### src/rtl/seg_scan_driver.sv
// seg_scan_driver: multiplexed common-anode seven-segment scanner.
// Captures a value on a load handshake, converts it (binary / hex / decimal
// via sequential double-dabble) into a double-buffered digit store, and
// scans the digits at a prescaled refresh rate with leading-zero blanking
// and per-digit decimal points.
module seg_scan_driver #(
  parameter int DIGITS  = 8,
  parameter int VAL_W   = 32,
  parameter int CLK_HZ  = 100_000_000,
  parameter int SCAN_HZ = 1000
) (
  input  logic              CLK,
  input  logic              RST,
  input  logic [VAL_W-1:0]  value,
  input  logic [1:0]        mode,
  input  logic              lz_blank,
  input  logic [DIGITS-1:0] dp,
  input  logic              load,
  output logic              busy,
  output logic [DIGITS-1:0] AN,
  output logic [6:0]        SEG,
  output logic              DP
);

  localparam int DIV = CLK_HZ / SCAN_HZ;
  localparam int PW  = (DIV > 1) ? $clog2(DIV) : 1;
  localparam int IW  = (DIGITS > 1) ? $clog2(DIGITS) : 1;
  localparam int BW  = 4 * DIGITS;
  localparam int SW  = $clog2(VAL_W + 1);

  localparam logic [1:0] MODE_BIN   = 2'b00;
  localparam logic [1:0] MODE_HEX   = 2'b01;
  localparam logic [1:0] MODE_DEC   = 2'b10;
  localparam logic [1:0] MODE_BLANK = 2'b11;

  typedef enum logic [1:0] {
    S_IDLE  = 2'd0,
    S_WRITE = 2'd1,
    S_CONV  = 2'd2
  } state_t;

  // Active-low glyphs, segment a on bit 0 through g on bit 6.
  function automatic logic [6:0] f_glyph(input logic [3:0] nib);
    logic [6:0] g;
    case (nib)
      4'h0: g = 7'h40;
      4'h1: g = 7'h79;
      4'h2: g = 7'h24;
      4'h3: g = 7'h30;
      4'h4: g = 7'h19;
      4'h5: g = 7'h12;
      4'h6: g = 7'h02;
      4'h7: g = 7'h78;
      4'h8: g = 7'h00;
      4'h9: g = 7'h10;
      4'hA: g = 7'h08;
      4'hB: g = 7'h03;
      4'hC: g = 7'h46;
      4'hD: g = 7'h21;
      4'hE: g = 7'h06;
      default: g = 7'h0E;
    endcase
    return g;
  endfunction

  // ---------------------------------------------------------------- scan
  logic [PW-1:0] r_presc;
  logic          w_tick;
  logic [IW-1:0] r_idx;

  assign w_tick = (r_presc == PW'(DIV - 1));

  // Refresh prescaler: free-running 0..DIV-1, tick at terminal count.
  always_ff @(posedge CLK) begin
    if (RST)         r_presc <= '0;
    else if (w_tick) r_presc <= '0;
    else             r_presc <= r_presc + PW'(1);
  end

  // Index of the digit to be driven at the next tick.
  always_ff @(posedge CLK) begin
    if (RST)
      r_idx <= '0;
    else if (w_tick)
      r_idx <= (r_idx == IW'(DIGITS - 1)) ? '0 : r_idx + IW'(1);
  end

  // ------------------------------------------------------ control FSM
  state_t r_state, w_state_next;
  logic   w_accept;
  logic   w_buf_we;
  logic   w_last;
  logic [SW-1:0] r_step;

  assign busy     = (r_state == S_CONV);
  assign w_accept = load & ~busy;
  assign w_last   = (r_state == S_CONV) && (r_step == SW'(VAL_W - 1));

  // Control state register.
  always_ff @(posedge CLK) begin
    if (RST) r_state <= S_IDLE;
    else     r_state <= w_state_next;
  end

  // Next state and buffer write strobe; a load is taken whenever not converting.
  always_comb begin
    w_state_next = r_state;
    w_buf_we     = 1'b0;
    case (r_state)
      S_IDLE: begin
        if (w_accept) w_state_next = (mode == MODE_DEC) ? S_CONV : S_WRITE;
      end
      S_WRITE: begin
        w_buf_we = 1'b1;
        if (w_accept) w_state_next = (mode == MODE_DEC) ? S_CONV : S_WRITE;
        else          w_state_next = S_IDLE;
      end
      S_CONV: begin
        if (w_last) begin
          w_buf_we     = 1'b1;
          w_state_next = S_IDLE;
        end
      end
      default: w_state_next = S_IDLE;
    endcase
  end

  // --------------------------------------------------- capture registers
  logic [VAL_W-1:0]  r_cap_value;
  logic [1:0]        r_cap_mode;
  logic              r_cap_lz;
  logic [DIGITS-1:0] r_cap_dp;

  // Sample the request fields on every accepted load.
  always_ff @(posedge CLK) begin
    if (RST) begin
      r_cap_value <= '0;
      r_cap_mode  <= MODE_HEX;
      r_cap_lz    <= 1'b0;
      r_cap_dp    <= '0;
    end else if (w_accept) begin
      r_cap_value <= value;
      r_cap_mode  <= mode;
      r_cap_lz    <= lz_blank;
      r_cap_dp    <= dp;
    end
  end

  // ------------------------------------------------- double-dabble core
  logic [VAL_W-1:0] r_sh;
  logic [BW-1:0]    r_bcd;
  logic             r_ovf;
  logic [BW-1:0]    w_bcd_adj;
  logic [BW-1:0]    w_bcd_next;
  logic             w_ovf_next;

  for (genvar gi = 0; gi < DIGITS; gi++) begin : g_add3
    assign w_bcd_adj[4*gi +: 4] = (r_bcd[4*gi +: 4] >= 4'd5) ?
                                  r_bcd[4*gi +: 4] + 4'd3 : r_bcd[4*gi +: 4];
  end

  // A 1 leaving the top digit means the value does not fit in DIGITS digits.
  assign w_bcd_next = {w_bcd_adj[BW-2:0], r_sh[VAL_W-1]};
  assign w_ovf_next = r_ovf | w_bcd_adj[BW-1];

  // One input bit per cycle, MSB first, while converting.
  always_ff @(posedge CLK) begin
    if (RST) begin
      r_sh   <= '0;
      r_bcd  <= '0;
      r_ovf  <= 1'b0;
      r_step <= '0;
    end else if (w_accept && (mode == MODE_DEC)) begin
      r_sh   <= value;
      r_bcd  <= '0;
      r_ovf  <= 1'b0;
      r_step <= '0;
    end else if (r_state == S_CONV) begin
      r_sh   <= r_sh << 1;
      r_bcd  <= w_bcd_next;
      r_ovf  <= w_ovf_next;
      r_step <= r_step + SW'(1);
    end
  end

  // ------------------------------------------------ buffer write data
  logic [31:0]   w_ext;
  logic [BW-1:0] w_bin_flat;
  logic [BW-1:0] w_wr_nib;
  logic          w_wr_ovf;

  // Captured value zero-extended so hex nibbles above VAL_W read as 0.
  always_comb begin
    w_ext = '0;
    w_ext[VAL_W-1:0] = r_cap_value;
  end

  for (genvar gi = 0; gi < DIGITS; gi++) begin : g_bin
    assign w_bin_flat[4*gi +: 4] = {3'b000, w_ext[gi]};
  end

  // Select the digit image for the pending buffer write.
  always_comb begin
    w_wr_nib = w_ext[BW-1:0];
    w_wr_ovf = 1'b0;
    if (r_state == S_CONV) begin
      w_wr_nib = w_bcd_next;
      w_wr_ovf = w_ovf_next;
    end else if (r_cap_mode == MODE_BIN) begin
      w_wr_nib = w_bin_flat;
    end
  end

  // ------------------------------------------------------ display buffer
  logic [BW-1:0]     r_buf_nib;
  logic              r_buf_ovf;
  logic [DIGITS-1:0] r_buf_dp;
  logic [1:0]        r_buf_mode;
  logic              r_buf_lz;

  // Display buffer, replaced atomically so the scanner never sees a mix.
  always_ff @(posedge CLK) begin
    if (RST) begin
      r_buf_nib  <= '0;
      r_buf_ovf  <= 1'b0;
      r_buf_dp   <= '0;
      r_buf_mode <= MODE_HEX;
      r_buf_lz   <= 1'b0;
    end else if (w_buf_we) begin
      r_buf_nib  <= w_wr_nib;
      r_buf_ovf  <= w_wr_ovf;
      r_buf_dp   <= r_cap_dp;
      r_buf_mode <= r_cap_mode;
      r_buf_lz   <= r_cap_lz;
    end
  end

  // -------------------------------------------------- digit selection
  logic [3:0]        w_nib_arr [DIGITS];
  logic [DIGITS-1:0] w_show;
  logic [3:0]        w_cur_nib;
  logic              w_visible;
  logic [DIGITS-1:0] w_onehot;

  for (genvar gi = 0; gi < DIGITS; gi++) begin : g_nib
    assign w_nib_arr[gi] = r_buf_nib[4*gi +: 4];
  end

  // A digit survives blanking if it or any digit above it is nonzero; digit 0 always does.
  always_comb begin
    logic v_any;
    v_any  = 1'b0;
    w_show = '0;
    for (int i = DIGITS - 1; i >= 0; i--) begin
      if (w_nib_arr[i] != 4'h0) v_any = 1'b1;
      w_show[i] = v_any | (i == 0);
    end
  end

  assign w_cur_nib = w_nib_arr[r_idx];
  assign w_onehot  = DIGITS'(1) << r_idx;
  assign w_visible = (r_buf_mode != MODE_BLANK) &&
                     (!r_buf_lz || (r_buf_mode == MODE_BIN) || r_buf_ovf || w_show[r_idx]);

  // ------------------------------------------------------------ outputs
  logic [DIGITS-1:0] r_an;
  logic [6:0]        r_seg;
  logic              r_dp;

  // AN, SEG and DP change together, only on a tick, from the current buffer.
  always_ff @(posedge CLK) begin
    if (RST) begin
      r_an  <= '1;
      r_seg <= 7'h7F;
      r_dp  <= 1'b1;
    end else if (w_tick) begin
      if (w_visible) begin
        r_an  <= ~w_onehot;
        r_seg <= r_buf_ovf ? 7'h3F : f_glyph(w_cur_nib);
        r_dp  <= ~r_buf_dp[r_idx];
      end else begin
        r_an  <= '1;
        r_seg <= 7'h7F;
        r_dp  <= 1'b1;
      end
    end
  end

  assign AN  = r_an;
  assign SEG = r_seg;
  assign DP  = r_dp;

endmodule

### config.mk
export PLATFORM = sky130hd
export DESIGN_NAME = seg_scan_driver
export DESIGN_NICKNAME = d
export VERILOG_FILES = /design/src/rtl/seg_scan_driver.sv
export SDC_FILE = /design/constraint.sdc
export NUM_CORES = 1
export LEC_CHECK = 0
export BUFFER_PORTS_ARGS = -buffer_cell sky130_fd_sc_hd__buf_4
export CORE_ASPECT_RATIO = 0.9
export CORE_UTILIZATION = 65
export DETAILED_ROUTE_END_ITERATION = 10
export GPL_TIMING_DRIVEN = 0
export PLACE_DENSITY = 0.85
export SLEW_MARGIN = 15
export SYNTH_ARGS = -nofsm -noshare
export SYNTH_HDL_FRONTEND = slang
export SYNTH_SLANG_ARGS = --single-unit
### constraint.sdc
create_clock -name CLK -period 5.05 [get_ports CLK]
set_input_delay 0 -clock CLK [delete_from_list [all_inputs] [get_ports CLK]]
set_output_delay 0 -clock CLK [all_outputs]
set_load 0.005 [all_outputs]
## After elaboration in Yosys (flattened, before gate mapping)

Memories as Yosys holds them, arrays and structs flattened.
Index checks and enable logic that the tools add are counted.
W data, S select, Z words.

| storage, ports and cells | value |
|---|---|
| memories | 1 |
| ROM bits | 112 |
| register bits after elaboration | 196 |
| word-level logic and storage cells | 117 |

Memories:

| memory | depth | bits a word | read ports | clocked after Yosys merged registers in | wr ports | RTL line | text |
|---|---|---|---|---|---|---|---|
| (no name shown) | 16 | 7 | 1 | 0 | 0 | 45 | `case (nib)` |

| operators by class | value |
|---|---|
| bitwise gates (word level) | 6 |
| shifts and indexed selects | 1 |
| reductions and logical operators | 21 |
| equal/unequal tests | 9 |
| mux-type cells | 39 |
| add/sub/neg operators | 11 |
| magnitude comparators | 10 |

Operators with widths:

| cell | count |
|---|---|
| $mux W32 | 4 |
| $mux W4 | 10 |
| $add A4 B2 Y4 const B | 8 |
| $ge A4 B3 Y1 const B | 8 |
| $reduce_bool A4 Y1 | 7 |
| $add A17 B1 Y17 const B | 1 |
| $eq A17 B17 Y1 const B | 1 |
| $mux W7 | 2 |
| $bmux W4 S3 | 1 |
| $mux W1 | 12 |
| $mux W2 | 4 |
| $mux W8 | 1 |
| $not A8 Y8 | 1 |
| $shl A1 B3 Y8 const A | 1 |
| $add A6 B1 Y6 const B | 1 |
| $bmux W1 S3 | 2 |
| $eq A6 B5 Y1 const B | 1 |
| $logic_not A2 Y1 | 3 |
| $pmux W2 S3 | 1 |
| $eq A2 B2 Y1 const B | 2 |
| $ge A4 B4 Y1 const B | 1 |
| $lt A3 B4 Y1 const B | 1 |
| $ne A2 B2 Y1 const B | 2 |
| $not A3 Y4 | 1 |
| other kinds (15) | 21 |

## Longest topological paths before layout

| logic depth | value |
|---|---|
| depth after elaboration | 13 |
| mapped depth | 10 |

## Worst setup path before layout

Ideal clock, no wire load.

| timing | value |
|---|---|
| kind | reg2reg |
| start point | register r_idx[1] |
| end point | register r_seg[1], in the netlist SEG[1] |
| data required time | 4928 ps |
| setup time | 122 ps |
| arrival time | 2482 ps |
| stages on the path, launching flop included | 10 |
| setup slack | 2446 ps |
| buffers on the path | 2 |
| cells stage by stage | dfxtp_1 -> buf_2 -> clkbuf_1 -> mux4_2 -> mux2i_1 -> ha_1 -> inv_1 -> nor3_1 -> a211o_1 -> o32a_1 |

| on the way | value |
|---|---|
| word-level cells in the longest chain between the ends | 7 |
| elaborated cells between the ends (all ways) | 11 |

Ends and longest elaborated chain:

| element | RTL line | text |
|---|---|---|
| start, declared | 69 | `logic [IW-1:0] r_idx;` |
| start signal, assigned | 85 | `r_idx <= (r_idx == IW'(DIGITS - 1)) ? '0 : r_idx + IW'(1);` |
| $not A3 Y4 (implied by the code) | 260 | `assign w_cur_nib = w_nib_arr[r_idx];` |
| $bmux W4 S3 | 260 |  |
| $mux W4 (implied by the code) (2 in a row) | 260 |  |
| $mem_v2 Z16 W7 | - |  |
| $mux W7 | 279 | `r_seg <= r_buf_ovf ? 7'h3F : f_glyph(w_cur_nib);` |
| $mux W7 (*) | 277 | `if (w_visible) begin` |
| end signal, assigned | 279 |  |
| end, declared | 267 | `logic [6:0] r_seg;` |

Every way passes the cells marked *; elsewhere a longest branch is shown, timed or not. The select of a mux whose other input is x is not followed.
A chain may end at the register's enable or synchronous reset.

## Worst setup path in the final report

| timing | value |
|---|---|
| start point | register r_state[0] |
| end point | register r_buf_dp[6] |

| on the way | value |
|---|---|
| word-level cells in the longest chain between the ends | 4 |
| elaborated cells between the ends (all ways) | 5 |

Ends and longest elaborated chain:

| element | RTL line | text |
|---|---|---|
| start, declared | 89 | `state_t r_state, w_state_next;` |
| start signal, assigned | 102 | `else r_state <= w_state_next;` |
| $eq A2 B2 Y1 | 97, 109 |  |
| $logic_and A1 B1 Y1 | 97 | `assign w_last = (r_state == S_CONV) && (r_step == SW'(VAL_W - 1));` |
| $mux W1 | 119 | `if (w_last) begin` |
| $pmux W1 S2 (*) | 109 | `case (r_state)` |
| end signal, assigned | 232 | `r_buf_dp <= r_cap_dp;` |
| end, declared | 217 | `logic [DIGITS-1:0] r_buf_dp;` |

Every way passes the cells marked *; elsewhere a longest branch is shown, timed or not.

==> results.json <==
{
  "status": "finished, final reports clean",
  "io_buffer_count": 62,
  "skew_ns": 0.0131,
  "first_pass_iters": 8,
  "area_growth_pct": 19.0,
  "syn_nets": 1151,
  "clockBufferDepth": 2,
  "h-tree-depth": 4,
  "track_usage_pct": 38.0,
  "p_leak_nw": 4.04,
  "cp-end-kind": "flip-flop",
  "antenna_found_initial": 0,
  "antenna_cells": 0,
  "final_layout_size_suffix_gt1_share_pct": 10.6,
  "fin_cells": 1378,
  "gp_congestion": 0.960,
  "synth_edf_count": 0,
  "grt_start_max_net_pins": 21,
  "cts_tree": "yes",
  "die_h_um": 113,
  "dp.cells": 1302,
  "powerDensity_nw_per_um2": 321,
  "post-place-ws_ns": 2.00,
  "slew_headroom_pct": 43.3,
  "critPathMaxFanout": 10,
  "root_buffer": "clkbuf_16",
  "drc": 0,
  "setup_viol": 0,
  "synth_cells": 1072,
  "slew_viol_final": 0,
  "final_core_util_pct": 79.5,
  "setup.worst_path.start_class": "flip-flop",
  "clk_pin_slew_ns": 0.08,
  "hold_buffers": 44,
  "ys_ff_latch": 196,
  "clk-insertion-delay-late_ns": 0.45,
  "drv_cap": 0,
  "vias": 8710,
  "yosysWarnings": 0,
  "worstMarginPinSlew_ns": 0.851,
  "yosys-top-cells-count": "nand2_1 (217), dfxtp_1 (196), a21oi_1 (128)",
  "setup_slack_ns": 1.90,
  "dpl_cell_area_um2": 9640,
  "synth-compound-area-share_pct": 19.0,
  "max_freq_ghz": 0.318,
  "synth_area_leader_cell": "dfxtp_1",
  "postSynthAreaPerCell_um2": 8.36,
  "arrival_ns": 3.52,
  "total_power_mw": 3.43,
  "hold_ws_ns": 0.123,
  "synth_top_area_share_pct": 43.8,
  "clock_sinks": 196,
  "synth.mux.area_fraction_pct": 5.38,
  "yosysMostFrequentCell": "nand2_1",
  "nFillCells": 858,
  "grt_overflow": 0,
  "finalWirelength_um": 26400,
  "finish.instance_area_um2": 10700,
  "postCtsSetupRepairBufs": 0,
  "core_area_um2": 13400,
  "ys_async_sr_fraction_pct": 0,
  "crit_type": "reg2reg",
  "yosysSeqAreaShare_pct": 43.8,
  "start_util_pct": 66.8,
  "synthSimpleGateAreaFrac_pct": 20.1,
  "nNetsFinal": 1276,
  "ant_nets": 0,
  "grt_pass1_vias": 8148,
  "ir_worst_vdd_mv": 0.324,
  "ys_types": 58,
  "via_per_inst": 6.32,
  "syn_area_um2": 8960,
  "hold_path_class": "in2reg",
  "hpwl_um": 17300,
  "rsz0062_at_grt": "no",
  "fin_crit_sh_pct": 62.3,
  "drt-initial-drc-count": 1049,
  "ys.flop_type": "dfxtp_1",
  "synthAdderAreaFrac_pct": 4.61,
  "io_pins": 63,
  "synth_top_family_by_area": "simple AND/OR/NAND/NOR gates",
  "wl_per_cell_um": 19.2,
  "totalNegativeSetupSlack_ns": 0,
  "grt_pass1_wl_um": 42000,
  "finalHoldViolCount": 0,
  "synth_xor_xnor_area_share_pct": 2.64,
  "synth_area_leaders": "dfxtp_1 (44%), nand2_1 (9.1%), a21oi_1 (7.1%)",
  "num_rows": 40,
  "cts_resized": 0,
  "die_w_um": 126,
  "fin_crit_ns": 3.15,
  "cts_buffers": 17,
  "cp.required_ns": 5.43,
  "dieArea_um2": 14300
}
-- area by class of cell --
class                           instances  area [µm²]  share of cell area, %
Tap cell                              168         210                   1.97
Multi-Input combinational cell        775        4640                   43.5
Clock buffer                           17         425                   3.99
Clock inverter                         15         163                   1.53
Timing Repair Buffer                  106         906                   8.49
Sequential cell                       196        3920                   36.8
Inverter                               33         124                   1.16
Buffer                                 68         275                   2.58
-- worst paths after layout --
path | depth (start not counted) | from | end | slack, ns
max | 10 | r_state[0]$_SDFFE_PP0P_ | r_buf_dp[6]$_SDFFE_PP0P_ | 1.90
min | 5 | load | r_cap_dp[7]$_SDFFE_PP0P_ | 0.12
max reg2reg | 10 | r_state[0]$_SDFFE_PP0P_ | r_buf_dp[6]$_SDFFE_PP0P_ | 1.90
min reg2reg | 2 | r_buf_dp[1]$_SDFFE_PP0P_ | r_buf_dp[1]$_SDFFE_PP0P_ | 0.46
-- flip-flops by register name, summed over array words and instances (netlist names) --
name / flops
AN: 8
r_state: 2
r_buf_mode: 2
r_buf_lz: 1
r_ovf: 1
SEG: 7
r_presc: 17
r_cap_mode: 2
r_cap_dp: 8
DP: 1
r_buf_dp: 8
r_buf_nib: 32
r_cap_value: 32
r_cap_lz: 1
r_sh: 32
r_buf_ovf: 1
r_step: 6
r_idx: 3
r_bcd: 32
-- power by group --
| group | internal [mW] | total [mW] | switching, mW |
|---|---|---|---|
| Sequential | 1.61 | 1.66 | 0.0511 |
| Combinational | 0.165 | 0.425 | 0.260 |
| Clock | 0.663 | 1.34 | 0.680 |
| Total | 2.43 | 3.43 | 0.992 |
-- layer usage --
layer / part of all wire, % / vias to the layer above / routed length (µm) / global-route usage [%]
met5: 0 / - / 0 / 0
met3: 9.1 / 121 / 2390 / 8.11
met4: 5.0 / 0 / 1320 / 20.2
met2: 47 / 540 / 12300 / 62.5
met1: 39 / 4054 / 10400 / 47.3
li1: - / 3995 / - / -
-- cell usage in the layout, fill, tap and decap left out, types with 11 or more instances in the layout --
master	Yosys	routed
nand2b_1	11	11
xnor2_1	17	17
a22oi_1	30	30
buf_4	1	63
nand2_1	217	217
a21oi_1	128	128
o21ai_0	29	29
clkbuf_1	50	50
a311oi_1	15	15
nor2_1	94	94
dlygate4sd3_1	0	44
nor3_1	19	19
inv_1	32	32
nand3_1	19	19
mux2i_1	13	13
ha_1	33	33
clkbuf_16	0	17
dfxtp_1	196	196
-- kinds of logic (layout without fill, tap and decap cells) --
family                   Yosys count  in the layout
AND/OR/NAND/NOR                  411            411
AO/OA/AOI/OAI                    270            270
flip-flops                       196            196
buffers and inverters            101            239
multiplexers                      34             34
adder cells (fa/ha/maj)           33             33
XOR/XNOR                          27             27
-- critical path, cell delays in order, from the launching register on --
cell and delay (ns):
dfxtp_1 0.34, inv_1 0.11, ha_1 0.21, buf_2 0.29, clkinv_1 0.42, nor3_1 0.37, o21a_1 0.31, clkbuf_1 0.46
buf_2 0.33, nand2_1 0.10, a21oi_1 0.14
Note: power is estimated with default switching activity, not from simulation.
